$ cat src/rtl/aes_pkg.sv
// Shared types and constants for the AES-128 round sequencer.
package aes_pkg;

    typedef enum logic [2:0] {
        S_IDLE,
        S_LOAD,
        S_KEYEXP,
        S_ADD0,
        S_ROUND,
        S_FINAL,
        S_DONE
    } state_t;

    localparam int          NR_DEF    = 10;
    localparam logic [7:0]  RCON_INIT = 8'h01;
    localparam logic [7:0]  RCON_POLY = 8'h1B;

endpackage

$ cat src/rtl/aes_rcon_step.sv
// GF(2^8) xtime: multiply a byte by x modulo the AES polynomial.
// Used for the rcon sequence and shared with the MixColumns datapath.
module aes_rcon_step
    import aes_pkg::*;
(
    input  logic [7:0] byte_in,
    output logic [7:0] byte_out
);

    assign byte_out = {byte_in[6:0], 1'b0} ^ (byte_in[7] ? RCON_POLY : 8'h00);

endmodule

$ cat src/rtl/aes_round_sequencer.sv
// AES-128 encryption control sequencer: key expansion, round 0, NR rounds, done handshake.
// Optional round-key reuse across starts is enabled by defining AES_KEY_CACHE_EN.
module aes_round_sequencer
    import aes_pkg::*;
#(
    parameter int NR    = NR_DEF,
    parameter int RK_AW = 4
) (
    input  logic             clk,
    input  logic             rst_,
    input  logic             engine_start,
    input  logic             key_new,
    input  logic             rnd_ready,
    output logic             transformer_done,
    output logic             ld_state,
    output logic             ks_we,
    output logic [RK_AW-1:0] rk_addr,
    output logic [7:0]       rcon,
    output logic             add_key_only,
    output logic             round_en,
    output logic             skip_mix,
    output logic             out_valid
);

    localparam int            CW        = $clog2(NR + 1);
    localparam logic [CW-1:0] LAST_RND  = CW'(NR);
    localparam logic [CW-1:0] LAST_FULL = CW'(NR - 1);

    state_t        state;
    logic [CW-1:0] rnd_cnt;
    logic [7:0]    rcon_next;
    logic          use_cache;

    aes_rcon_step u_rcon_step (
        .byte_in  (rcon),
        .byte_out (rcon_next)
    );

    // The round counter doubles as the round-key address in every phase.
    assign rk_addr = RK_AW'(rnd_cnt);

`ifdef AES_KEY_CACHE_EN
    logic key_cached;
    logic key_stale;

    assign use_cache = key_cached & ~key_stale;

    // A key arriving mid-run marks the keys stale, so the run in flight
    // finishing KEYEXP cannot make the old schedule look reusable.
    always_ff @(posedge clk or negedge rst_) begin
        if (!rst_) begin
            key_cached <= 1'b0;
            key_stale  <= 1'b0;
        end else begin
            if (state == S_KEYEXP && rnd_ready && rnd_cnt == LAST_RND)
                key_cached <= 1'b1;
            if (state == S_LOAD && !use_cache)
                key_stale <= 1'b0;
            if (key_new) begin
                key_cached <= 1'b0;
                if (state != S_IDLE)
                    key_stale <= 1'b1;
            end
        end
    end
`else
    logic unused_key_new;

    assign use_cache      = 1'b0;
    assign unused_key_new = key_new;
`endif

    // NOTE: all state and registered outputs use non-blocking assignments so every
    // read in this block sees the pre-edge value regardless of statement order.
    always_ff @(posedge clk or negedge rst_) begin
        if (!rst_) begin
            state            <= S_IDLE;
            rnd_cnt          <= '0;
            rcon             <= RCON_INIT;
            transformer_done <= 1'b1;
            ld_state         <= 1'b0;
            ks_we            <= 1'b0;
            add_key_only     <= 1'b0;
            round_en         <= 1'b0;
            skip_mix         <= 1'b0;
            out_valid        <= 1'b0;
        end else begin
            case (state)
                S_IDLE: begin
                    if (engine_start) begin
                        state            <= S_LOAD;
                        transformer_done <= 1'b0;
                        ld_state         <= 1'b1;
                    end
                end
                S_LOAD: begin
                    ld_state <= 1'b0;
                    if (use_cache) begin
                        state        <= S_ADD0;
                        add_key_only <= 1'b1;
                        rnd_cnt      <= '0;
                    end else begin
                        state   <= S_KEYEXP;
                        ks_we   <= 1'b1;
                        rnd_cnt <= CW'(1);
                        rcon    <= RCON_INIT;
                    end
                end
                // Step states only move on rnd_ready; a stall holds every output.
                S_KEYEXP: begin
                    if (rnd_ready) begin
                        if (rnd_cnt == LAST_RND) begin
                            state        <= S_ADD0;
                            ks_we        <= 1'b0;
                            add_key_only <= 1'b1;
                            rnd_cnt      <= '0;
                        end else begin
                            rnd_cnt <= rnd_cnt + CW'(1);
                            rcon    <= rcon_next;
                        end
                    end
                end
                S_ADD0: begin
                    if (rnd_ready) begin
                        add_key_only <= 1'b0;
                        round_en     <= 1'b1;
                        rnd_cnt      <= CW'(1);
                        if (NR == 1) begin
                            state    <= S_FINAL;
                            skip_mix <= 1'b1;
                        end else begin
                            state <= S_ROUND;
                        end
                    end
                end
                S_ROUND: begin
                    if (rnd_ready) begin
                        rnd_cnt <= rnd_cnt + CW'(1);
                        if (rnd_cnt == LAST_FULL) begin
                            state    <= S_FINAL;
                            skip_mix <= 1'b1;
                        end
                    end
                end
                S_FINAL: begin
                    if (rnd_ready) begin
                        state     <= S_DONE;
                        round_en  <= 1'b0;
                        skip_mix  <= 1'b0;
                        out_valid <= 1'b1;
                        rnd_cnt   <= '0;
                    end
                end
                S_DONE: begin
                    state            <= S_IDLE;
                    out_valid        <= 1'b0;
                    transformer_done <= 1'b1;
                end
                default: state <= S_IDLE;
            endcase
        end
    end

endmodule

$ cat config.mk
export PLATFORM = sky130hd
export DESIGN_NAME = aes_round_sequencer
export DESIGN_NICKNAME = d
export VERILOG_FILES = /design/src/rtl/aes_pkg.sv /design/src/rtl/aes_rcon_step.sv /design/src/rtl/aes_round_sequencer.sv
export SDC_FILE = /design/constraint.sdc
export NUM_CORES = 1
export LEC_CHECK = 0
export BUFFER_PORTS_ARGS = -buffer_cell sky130_fd_sc_hd__buf_4
export CAP_MARGIN = 15
export CORE_UTILIZATION = 40
export DETAILED_ROUTE_END_ITERATION = 7
export PLACE_DENSITY = 0.71
export SLEW_MARGIN = 20
export SYNTH_ARGS = -nofsm -noshare
export SYNTH_HDL_FRONTEND = slang
export SYNTH_SLANG_ARGS = --single-unit
$ cat constraint.sdc
create_clock -name clk -period 1.65 [get_ports clk]
set_clock_uncertainty 0.05 [all_clocks]
set_input_delay 0.0825 -clock clk [delete_from_list [all_inputs] [get_ports clk]]
set_output_delay 0.0825 -clock clk [all_outputs]
set_load 0.05 [all_outputs]
-- Word-level counts from Yosys, hierarchy flattened
Index checks and enable logic that the tools add are counted.
- $add $sub $neg: 1
- bitwise gates (word level): 1
- reduce and logical (&&, ||, !) cells: 19
- muxes and demuxes: 35
- equality and inequality tests: 16
- operators with widths (cell ; count):
    2-to-1 mux 3 bit ; 7
    2-to-1 mux 4 bit ; 5
    case mux 4 bit (5 select lines) ; 1
    case mux 3 bit (6 select lines) ; 1
    2-to-1 mux 8 bit ; 2
    != test 2 bit (second input constant) ; 8
    case mux 8 bit (2 select lines) ; 1
    case mux 1 bit (2 select lines) ; 7
    nonzero test 2 bit ; 7
    2-to-1 mux 1 bit ; 10
    equality test 3 bit (second input constant) ; 3
    AND reduction 3 bit ; 3
    equality test 4 bit (second input constant) ; 2
    AND reduction 4 bit ; 2
    XOR 8 bit ; 1
    AND reduction 7 bit ; 1
    equality test 3 x 2 -> 1 bit (second input constant) ; 2
    AND reduction 2 bit ; 3
    2-to-1 mux 5 bit ; 1
    AND reduction 5 bit ; 1
    nonzero test 5 bit ; 1
    adder 4 x 1 -> 4 bit (second input constant) ; 1
    equality test 3 x 1 -> 1 bit (second input constant) ; 1
    logical NOT 3 bit ; 1
- bits in registers: 22
- bits of input ports: 5
- output and inout port bits: 19
- word-level logic and storage cells: 82

-- Longest topological paths before layout
- depth after elaboration: 5
- gate-level depth with buffers: 7
- gate-level depth less buffers: 6

-- By module
A second synthesis with hierarchy kept.
- cells, all modules: 136
- area, all modules: 1214.9 um^2
- modules (own cells, without submodules) (module ; times used ; area each (um^2) ; sequential area each (um^2) ; cells an instance):
    aes_round_sequencer ; 1 ; 1151.1 ; 553.0 ; 128
    aes_rcon_step ; 1 ; 63.8 ; 0.0 ; 8

-- Least setup slack after synthesis
Ideal clock, no wire load.
- path type: reg2reg
- start point: reg rnd_cnt[1] (netlist: rk_addr[1])
- end point: reg state[0]
- buffers on the path: 0
- clock period less this slack: 1796 ps
- setup time: 130 ps
- required time: 1470 ps
- data arrival time: 1616 ps
- setup slack: -146 ps
- cell stages (with the launch flop): 7
- cells stage by stage: dfrtp_1 inv_1 ha_1 and3b_1 a21bo_1 a211oi_1 o22ai_1
- word-level cells in the longest chain between the ends: 3
- elaborated cells between the ends (all ways): 5
- classes of those cells: eq/ne: 4; reduce/logical: 1
- ends and longest elaborated chain (item ; line ; text):
    from (decl) ; aes_round_sequencer.sv:30 ; logic [CW-1:0] rnd_cnt;
    from (signal assigned) ; aes_round_sequencer.sv:118 ; rnd_cnt <= rnd_cnt + CW'(1);
    from (signal assigned) ; aes_round_sequencer.sv:138 ; rnd_cnt <= rnd_cnt + CW'(1);
    equality test 4 bit (on tied branches) ; aes_round_sequencer.sv:139, aes_round_sequencer.sv:112 ;
    != test 2 bit (no line) ; n/a ;
    AND reduction 7 bit (no line) * ; n/a ;
    to (signal assigned) ; aes_round_sequencer.sv:140 ; state <= S_FINAL;
    to (signal assigned) ; aes_round_sequencer.sv:147 ; state <= S_DONE;
    to (signal assigned) ; aes_round_sequencer.sv:155 ; state <= S_IDLE;
    to (decl) ; aes_round_sequencer.sv:29 ; state_t state;
Every way passes the cells marked *; elsewhere a longest branch is shown, timed or not.
A chain may end at the register's enable or synchronous reset.

-- Final worst setup path
- start point: reg rnd_cnt[0] (netlist: rk_addr[0])
- end point: reg state[0]
Same word-level chain as after synthesis.

==> impl_metrics.py <==
metrics = {
    "critical_path": {
        "end_kind": "register",
        "critical_path_peak_fanout": 7,
        "critical_path_class": "reg2reg",
        "cp-start-kind": "register",
        "worstPathCellList": "ha_1, and3b_1, a21bo_1, a211oi_1, o22ai_1",
        "critical_path_required_ns": 1.78,
        "cp_slowest_cell": "dfrtp_2",
        "crit_arrival_ns": 1.73,
        "max_stage_delay_ns": 0.47,
    },
    "place": {
        "dp_hpwl_um": 1940,
        "placed_cells": 177,
        "gp_congestion": 0.817,
        "portBuffers": 22,
    },
    "sta": {
        "holdWs_ns": 0.0211,
        "setup_viol": 0,
        "slew-limit-headroom": 0.739,
        "max_clock_freq_mhz": 628,
        "fin_crit_ns": 1.59,
        "tightest_slew_ns": 0.392,
        "maxSlewViolCount": 0,
        "rsz0062_at_grt": "false",
        "finalSetupTns_ns": 0,
        "fin_crit_sh": 0.965,
        "hold_violations": 0,
    },
    "detailed_routing": {
        "postRouteAntennaNets": 0,
        "drc": 0,
        "drt_iter0_drc": 32,
        "wl_um": 2670,
        "viasPerCell": 5.52,
        "drt_pass1_iterations": 5,
        "vias": 1004,
        "wl_per_cell_um": 14.7,
    },
    "global_route": {
        "grt_pass1_vias": 961,
        "grt_max_degree": 23,
        "met1_usage": 0.272,
        "busiest_layer": "met1",
        "use_met3": 0.0323,
        "antenna_found_initial": 0,
        "met2_usage": 0.254,
        "grt_pass1_wl_um": 4490,
        "grtUsageTotal": 0.180,
        "overflow": 0,
    },
    "cts": {
        "clk_pin_slew_ns": 0.12,
        "clk_latency_ns": 0.30,
        "cts_setup_buffers": 0,
        "htree_levels": 1,
        "cts_tree": "done",
        "cts_buffers": 3,
        "clk_path_buf_depth": 2,
        "cts.sinks": 22,
        "clock-root-buffer": "clkbuf_4",
    },
    "status": {
        "status": "finished clean",
    },
    "finish": {
        "area_growth_pct": 22.2,
        "n_antenna_cell": 0,
        "layout.cells.non_filler": 182,
        "drive_above_1_share": 0.278,
        "nets": 160,
    },
    "synthesis": {
        "yosys.area.top_type": "dfrtp_1",
        "yosysSeqAreaShare": 0.465,
        "ys_ff_latch": 22,
        "yosys_warnings": 0,
        "synth_edf_count": 0,
        "synth.distinct_cells": 41,
        "synth_top_area_frac": 0.421,
        "ys.flop_type": "dfrtp_1",
        "synthCells": 125,
        "syn_avg_cell_area_um2": 9.51,
        "syn-num-nets": 133,
        "async_reset_ff_frac": 1.00,
        "synth_area_leaders": "dfrtp_1, a21oi_1, dfstp_2",
        "syn-cell-area_um2": 1190,
    },
    "floorplanning": {
        "core_um2": 2780,
        "dieArea_um2": 3190,
        "initial_core_util": 0.427,
        "ioPinCount": 24,
        "fp.dieH_um": 56.5,
        "placementRows": 19,
        "chipWidth_um": 56.5,
    },
    "min_path": {
        "hp-class": "in2reg",
    },
    "run": {
        "maxCapViolCount": 0,
    },
}
==> placed cells by master (no fill, tap or decap), types with 2 or more instances in the layout <==
cell / n
a211oi_1: 3
a21o_1: 3
a21oi_1: 13
a22oi_1: 2
a2bb2oi_1: 2
a31oi_1: 3
buf_4: 28
clkbuf_4: 3
dfrtp_1: 18
dfrtp_2: 2
dfstp_2: 2
ha_1: 2
inv_1: 9
nand2_1: 3
nand3_1: 10
nor2_1: 8
nor2b_1: 2
o21ai_1: 10
xnor2_1: 3
==> sequential cells by signal, summed over array words and instances, names as in the netlist <==
name	flops
rcon	8
rk_addr	4
state	3
add_key_only	1
ks_we	1
ld_state	1
out_valid	1
round_en	1
skip_mix	1
transformer_done	1
==> path summary, 6_finish.rpt <==
path                                                end  depth (start not counted)                          from  slack [ns]
setup reg to reg                   state[0]$_DFFE_PN0P_                          5        rk_addr[0]$_DFFE_PN0P_        0.06
max in group asynchronous           rcon[0]$_DFFE_PN1P_                          2                          rst_        1.13
hold / removal                     skip_mix$_DFFE_PN0P_                          2                     rnd_ready        0.02
hold reg to reg            transformer_done$_DFFE_PN1P_                          2  transformer_done$_DFFE_PN1P_        0.47
min in group asynchronous          state[0]$_DFFE_PN0P_                          2                          rst_        0.13
setup / recovery                   state[0]$_DFFE_PN0P_                          5        rk_addr[0]$_DFFE_PN0P_        0.06
==> metal layers <==
metal,vias up,routed length (µm)
li1,497,-
met1,473,1260
met2,32,1260
met3,2,128
met4,0,14
met5,-,0
==> kinds of logic after synthesis <==
family                   share of synthesized area
XOR/XNOR                                    0.0221
multiplexers                               0.00842
buffers and inverters                       0.0621
AND/OR/NAND/NOR                              0.180
adder cells (fa/ha/maj)                     0.0316
AO/OA/AOI/OAI                                0.231
flip-flops                                   0.465
==> what timing repair did <==
item                       in CTS  in global routing
resized for setup               0                  1
hold buffers                    1                  0
setup endpoints to repair       0                  3
hold endpoints to repair       22                  0
==> critical path, delay by kind of cell, from the launching register on <==
kind            cells  cell delay [ns]
compound gates      3             0.55
simple gates        1             0.18
fa+ha+maj           1             0.22
flops               1             0.47
==> final cells by class <==
class | instances | area, µm²
Clock buffer | 4 | 36.3
Fill cell | 261 | 1330
Inverter | 10 | 37.5
Multi-Input combinational cell | 86 | 564
Sequential cell | 22 | 556
Tap cell | 31 | 38.8
Timing Repair Buffer | 29 | 220
==> synthesized netlist by cell type (all sizes together), types with 3 or more instances <==
library cell	count
a21oi	13
inv	10
xnor2	3
a211oi	3
buf	7
nor2	9
nand2	3
a31oi	3
ha	3
o21ai	11
dfrtp	20
a21o	3
nand3	11
==> stage by stage <==
| stage | utilization | cell area [µm²] | setup slack [ns] |
|---|---|---|---|
| floorplan | - | 1190 | 0.0157 |
| global placement | 0.505 | 1400 | 0.121 |
| detailed placement | 0.505 | 1400 | 0.0490 |
| CTS | 0.521 | 1450 | 0.0303 |
| global route | 0.522 | 1450 | 0.00331 |
| finish | 0.522 | 1450 | 0.0570 |
Power is left out: the tool's default activity adds up to more than one toggle a clock period on the data nets, which glitch-free logic cannot reach.
